<file path="src/rtl/counter_frame_tx.sv">
// Snapshots the four sequencer counters and streams them as a 6-byte frame
// (header, c1..c4, 8-bit checksum) on a byte-wide valid/ready interface.
module counter_frame_tx #(
  parameter logic [7:0] HDR         = 8'hA5,
  parameter int         SNAP_PERIOD = 0,
  parameter int         PER_W       = 16
) (
  input  logic       clk,
  input  logic       reset,
  input  logic [7:0] c1,
  input  logic [7:0] c2,
  input  logic [7:0] c3,
  input  logic [7:0] c4,
  input  logic       snap_req,
  output logic [7:0] out_data,
  output logic       out_valid,
  input  logic       out_ready,
  output logic       out_last,
  output logic       busy,
  output logic [7:0] dropped
);

  typedef enum logic [2:0] {
    ST_IDLE, ST_HDR, ST_B1, ST_B2, ST_B3, ST_B4, ST_CSUM
  } state_t;

  state_t     state;
  logic [7:0] s1, s2, s3, s4, csum;
  logic [7:0] sum_c;
  logic       tick, trig, accept;

  function automatic logic [7:0] sat_inc(input logic [7:0] v);
    return (v == 8'hFF) ? v : v + 8'd1;
  endfunction

  // Free-running period timer; tick marks the SNAP_PERIOD-1 -> 0 wrap.
  generate
    if (SNAP_PERIOD > 0) begin : g_timer
      logic [PER_W-1:0] timer;
      always_ff @(posedge clk or posedge reset) begin
        if (reset)
          timer <= '0;
        else if (timer == PER_W'(SNAP_PERIOD - 1))
          timer <= '0;
        else
          timer <= timer + PER_W'(1);
      end
      assign tick = (timer == PER_W'(SNAP_PERIOD - 1));
    end else begin : g_no_timer
      assign tick = 1'b0;
    end
  endgenerate

  assign sum_c  = c1 + c2 + c3 + c4;
  assign trig   = snap_req | tick;
  assign accept = out_valid & out_ready;
  assign busy   = (state != ST_IDLE);

  always_ff @(posedge clk or posedge reset) begin
    if (reset) begin
      state     <= ST_IDLE;
      out_valid <= 1'b0;
      out_last  <= 1'b0;
      out_data  <= 8'h00;
      dropped   <= 8'h00;
      s1        <= 8'h00;
      s2        <= 8'h00;
      s3        <= 8'h00;
      s4        <= 8'h00;
      csum      <= 8'h00;
    end else begin
      if (trig && state != ST_IDLE)
        dropped <= sat_inc(dropped);
      case (state)
        ST_IDLE: if (trig) begin
          s1        <= c1;
          s2        <= c2;
          s3        <= c3;
          s4        <= c4;
          csum      <= sum_c;
          out_data  <= HDR;
          out_valid <= 1'b1;
          state     <= ST_HDR;
        end
        ST_HDR: if (accept) begin
          out_data <= s1;
          state    <= ST_B1;
        end
        ST_B1: if (accept) begin
          out_data <= s2;
          state    <= ST_B2;
        end
        ST_B2: if (accept) begin
          out_data <= s3;
          state    <= ST_B3;
        end
        ST_B3: if (accept) begin
          out_data <= s4;
          state    <= ST_B4;
        end
        ST_B4: if (accept) begin
          out_data <= csum;
          out_last <= 1'b1;
          state    <= ST_CSUM;
        end
        ST_CSUM: if (accept) begin
          out_data  <= 8'h00;
          out_last  <= 1'b0;
          out_valid <= 1'b0;
          state     <= ST_IDLE;
        end
        default: begin
          out_valid <= 1'b0;
          out_last  <= 1'b0;
          state     <= ST_IDLE;
        end
      endcase
    end
  end

endmodule

</file>
<file path="config.mk">
export PLATFORM = sky130hd
export DESIGN_NAME = counter_frame_tx
export DESIGN_NICKNAME = d
export VERILOG_FILES = /design/src/rtl/counter_frame_tx.sv
export SDC_FILE = /design/constraint.sdc
export NUM_CORES = 1
export LEC_CHECK = 0
export CORE_MARGIN = 5
export CORE_UTILIZATION = 35
export CTS_CLUSTER_DIAMETER = 150
export CTS_CLUSTER_SIZE = 40
export DETAILED_ROUTE_END_ITERATION = 12
export PLACE_DENSITY = 0.7
export SLEW_MARGIN = 40
export SYNTH_ARGS = -nofsm -noshare
export SYNTH_HDL_FRONTEND = slang
export SYNTH_SLANG_ARGS = --single-unit
</file>
<file path="constraint.sdc">
create_clock -name clk -period 2.2 [get_ports clk]
set_clock_uncertainty 0.2 [all_clocks]
set_input_delay 0.66 -clock clk [delete_from_list [all_inputs] [get_ports clk]]
set_output_delay 0.66 -clock clk [all_outputs]
set_load 0.01 [all_outputs]
</file>
=== Yosys cells after proc, flatten, opt, wreduce, memory -nomap -nowiden ===
Index checks and enable logic that the tools add are counted.

* Add/subtract/negate cells: 4
* Equal/unequal tests: 14
* Mux-type cells: 21
* Bitwise logic cells: 4
* Reduce and logical (&&, ||, !) cells: 12

{| class="wikitable"
|+ Operator list
! operator !! count
|-
| $mux W8 || 7
|-
| $pmux W8 S7 || 1
|-
| $add A8 B8 Y8 || 3
|-
| $mux W3 || 7
|-
| $pmux W3 S7 || 1
|-
| $ne A2 B2 Y1 const B || 7
|-
| $reduce_or A5 Y1 || 2
|-
| $eq A3 B3 Y1 const B || 3
|-
| $add A8 B1 Y8 const B || 1
|-
| $eq A8 B8 Y1 const B || 1
|-
| $reduce_and A8 Y1 || 1
|-
| $reduce_and A7 Y1 || 1
|-
| $reduce_bool A7 Y1 || 1
|-
| $eq A3 B2 Y1 const B || 2
|-
| $pmux W1 S3 || 2
|-
| $reduce_and A3 Y1 || 2
|-
| $reduce_and A2 Y1 || 2
|-
| $eq A3 B1 Y1 const B || 1
|-
| $logic_not A3 Y1 || 1
|-
| $mux W1 || 3
|-
| $not A1 Y1 || 3
|-
| $reduce_bool A3 Y1 || 1
|-
| $and A1 B1 Y1 || 1
|-
| $logic_and A1 B1 Y1 || 1
|}

* Register bits: 61
* Input bits: 36
* Logic and storage cells: 65

=== Longest topological paths before layout ===
* Depth in word-level cells: 4
* Gate-level depth with buffers: 11

=== Least setup slack after synthesis ===
No wires, ideal clock.

* Path type: in2reg
* From: in c1[1]
* To: reg csum[7]
* Library setup time: 0.128 ns
* Arrival: 3.004 ns
* Data required time: 1.872 ns
* Setup slack: -1.132 ns
* Cell stages on the path: 11
* Cells stage by stage: inv_1 fa_1 inv_1 fa_1 ha_1 fa_1 a211oi_1 o21bai_1 a21oi_1 xnor2_1 o21ai_0

* Longest elaborated chain between the ends: 3

{| class="wikitable"
|+ RTL lines
! item !! line !! source
|-
| start, declared || 10 || <nowiki>input logic [7:0] c1,</nowiki>
|-
| $add A8 B8 Y8 (3 in a row) || 54 || <nowiki>assign sum_c = c1 + c2 + c3 + c4;</nowiki>
|-
| end signal, assigned || 80 || <nowiki>csum <= sum_c;</nowiki>
|-
| end, declared || 28 || <nowiki>logic [7:0] s1, s2, s3, s4, csum;</nowiki>
|}

No other way between the ends.
A chain may end at the register's enable or synchronous reset.

=== Worst setup path in the final report ===
* From: in c2[1]
* To: reg csum[7]

* Longest elaborated chain between the ends: 3

{| class="wikitable"
|+ RTL lines
! item !! line !! source
|-
| start, declared || 11 || <nowiki>input logic [7:0] c2,</nowiki>
|-
| $add A8 B8 Y8 (3 in a row) || 54 ||
|}

No other way between the ends.

==> flow_summary.ini <==
[outcome]
status = finished with violations
violations = negative setup slack

[setup_path]
cp_max_fo = 2
worst-path-buf-inv = 3
critPathLaunchType = primary input
end_kind = flop
cp_slowest_cell = fa_1
crit_family = adder cells
max_stage_delay_ns = 0.55
worstPathCellList = buf_6 -> inv_2 -> fa_1 -> inv_2 -> fa_2 -> ha_4 -> fa_2 -> a211oi_2 -> o21bai_1 -> a21oi_1 -> xnor2_1 -> o21ai_1
required_ns = 2.24
regToRegSetupSlack_ns = 0.21
worstPathArrival_ns = 3.05
crit_type = in2reg

[place]
gp_congestion = 0.807
port_buffers = 54
dp_slack_ns = -1.67
post-dp-hpwl_mm = 6.11
placedCellCount = 543

[die]
die_w_um = 109
core_area_um2 = 9680
die_h_um = 109
rows = 36
io_pins = 55
initial_utilization_pct = 35.6
dieArea_um2 = 11900

[hold_path]
hold_path.class = reg2reg

[timing]
fin_crit_sh_pct = 137
setup_ws_ns = -0.808
setup_viol = 7
maxSlewHeadroom_pct = 72.6
fmax_ghz = 0.332
final.min_clock_period_ns = 3.01
drv_slew = 0
tightest_slew_ns = 0.411
hold_viol_final = 0
rsz0062_at_grt = yes

[synth]
syn_avg_cell_area_um2 = 10.2
yosys_warnings = 0
syn_area_um2 = 3440
ys_seq_area_share_pct = 44.3
yosysTopAreaCell = dfrtp_1
synth_top_area_share_pct = 44.3
syn_nets = 398
synth_edf_count = 0
synth_cells = 338
yosysUniqueCellTypes = 48
ys_ff_latch = 61
synthArstFlopShare_pct = 100
yosys-top-cells-area = dfrtp_1 44%, fa_1 8.1%, mux2_2 6.2%
ys.flop_type = dfrtp_1

[global_route]
overflow = 0
grt_max_degree = 31
grtUsageTotal_pct = 15.9
grt_pass1_vias = 2957
antenna_found_initial = 0
grt_pass1_wl_mm = 14.4

[routing]
drc = 0
dr.pass1.iters = 4
drt_wl_total_mm = 8.72
vias = 2826
routedWlPerCell_um = 15.0
ant_nets = 0
drtIter0Drc = 106
vias_per_cell = 4.86

[clock_tree]
h-tree-depth = 3
cts.clk_slew.worst_paths_ns = 0.07
cts_made_buffers = 9
clkSinkCount = 61
cts_tree = yes
worstSkewPairLatency_ns = 0.35
root_buffer = clkbuf_8
clk_path_buf_depth = 2

[cells_and_area]
syn_to_final_growth_pct = 43.3
layout-drive-gt1-share_pct = 33.9
nNetsFinal = 504
fillers = 828
diodes = 0
regArea_um2 = 1530
multiInputGateArea_um2 = 1820
fin_cells = 582

[power]
p_per_area_nw_per_um2 = 1270
vdd_ir_drop_max_mv = 0.477
p_leak_nw = 2.30

[flow_run]
drv_cap = 0
per-stage QoR:
step / utilization, % / TNS (ns) / power, W / cell area [um^2] / hold slack [ns]
floorplan: - / -4.79 / 0.00370 / 3500 / 0.249
global placement: 45.4 / -13.06 / 0.00468 / 4390 / 0.266
detailed placement: 45.4 / -14.75 / 0.00476 / 4390 / 0.271
CTS: 50.5 / -4.41 / 0.00620 / 4890 / 0.287
global route: 51.0 / -4.23 / 0.00671 / 4940 / 0.302
finish: 51.0 / -3.94 / 0.00625 / 4940 / 0.280
worst register-to-register path: cells and delay by family (launching register included):
kind | cells | cell delay, ns
AO/OA/AOI/OAI | 2 | 0.25
flip-flops | 1 | 0.36
buffers and inverters | 2 | 0.53
AND/OR/NAND/NOR | 1 | 0.53
state kept, by name (all words and copies together), names as in the netlist:
| signal | flops |
|---|---|
| out_last | 1 |
| dropped | 8 |
| csum | 8 |
| s2 | 8 |
| s3 | 8 |
| out_data | 8 |
| state | 3 |
| s4 | 8 |
| s1 | 8 |
| out_valid | 1 |
final timing paths:
kind                                         start                      end  cells past startpoint
min in group asynchronous                    reset   dropped[7]$_DFFE_PP0P_                      2
max in group asynchronous                    reset        s3[1]$_DFFE_PP0P_                      3
max                                          c2[1]      csum[7]$_DFFE_PP0P_                     12
min reg2reg                out_data[5]$_DFFE_PP0P_  out_data[5]$_DFFE_PP0P_                      1
max reg2reg                   state[2]$_DFFE_PP0P_    out_valid$_DFFE_PP0P_                      5
min                        out_data[5]$_DFFE_PP0P_  out_data[5]$_DFFE_PP0P_                      1
layer usage:
| layer | GRT usage, % | vias to the layer above | share of wire (%) |
|---|---|---|---|
| li1 | - | 1375 | - |
| met1 | 20.2 | 1371 | 44 |
| met2 | 26.1 | 68 | 49 |
| met3 | 4.09 | 12 | 4.3 |
| met4 | 6.23 | 0 | 2.3 |
| met5 | 0 | - | 0 |
area by class of cell:
cell class / instances / area share, %
repair buffers: 112 / 20.5
inverters: 37 / 3.30
flip-flops and latches: 61 / 31.0
clock buffers: 10 / 2.79
clock inverters: 6 / 2.23
well taps: 133 / 3.37
multi-input cells: 223 / 36.8
cells in the final DEF (no fill, tap or decap), drive strengths merged, types with 3 or more instances in the layout:
master	count
nand3	3
ha	10
dfrtp	61
buf	64
inv	36
clkinvlp	3
nor2	16
a22o	4
mux2i	6
nand4	4
xor2	4
clkdlybuf4s50	28
a32oi	3
nand2	38
dlymetal6s2s	12
mux2	19
o221ai	3
a211oi	3
clkbuf	14
xnor2	12
o21ai	40
fa	14
a21oi	12
bufinv	3
where the power goes:
part           switching [W]  leakage, nW  internal, W  total, W
sequential          0.000342        0.747      0.00165   0.00199
clock               0.000463        0.119     0.000780   0.00124
combinational        0.00150         1.43      0.00151   0.00301
total                0.00230         2.30      0.00395   0.00625
logic make-up (layout without fill, tap and decap cells):
logic type | after synthesis | in the layout | synth area share, %
flops | 61 | 61 | 44.3
xor+xnor | 16 | 16 | 4.07
fa+ha+maj | 24 | 24 | 11.8
simple gates | 72 | 72 | 9.59
buf+inv | 54 | 165 | 6.57
mux | 25 | 25 | 7.96
compound gates | 86 | 86 | 15.7
cells in the mapped netlist, types with 3 or more instances:
master	instances
dfrtp_1	61
o21ai_0	39
nand2_1	38
inv_1	36
mux2_2	19
nor2_1	16
fa_1	14
a21oi_1	12
xnor2_1	12
buf_2	10
ha_1	10
mux2i_1	6
a22o_1	4
xor2_1	4
a211oi_1	3
a32oi_1	3
buf_4	3
clkbuf_1	3
nand3_1	3
nand4_1	3
o221ai_1	3
timing repair:
item                                    4_1_cts  5_1_grt
endpoints found under the setup margin       13       13
resized for setup                            64       37
buffers inserted                             25        5
pin swaps                                    29       32
hold buffers                                  0        0
Note: power is estimated with default switching activity, not from simulation.
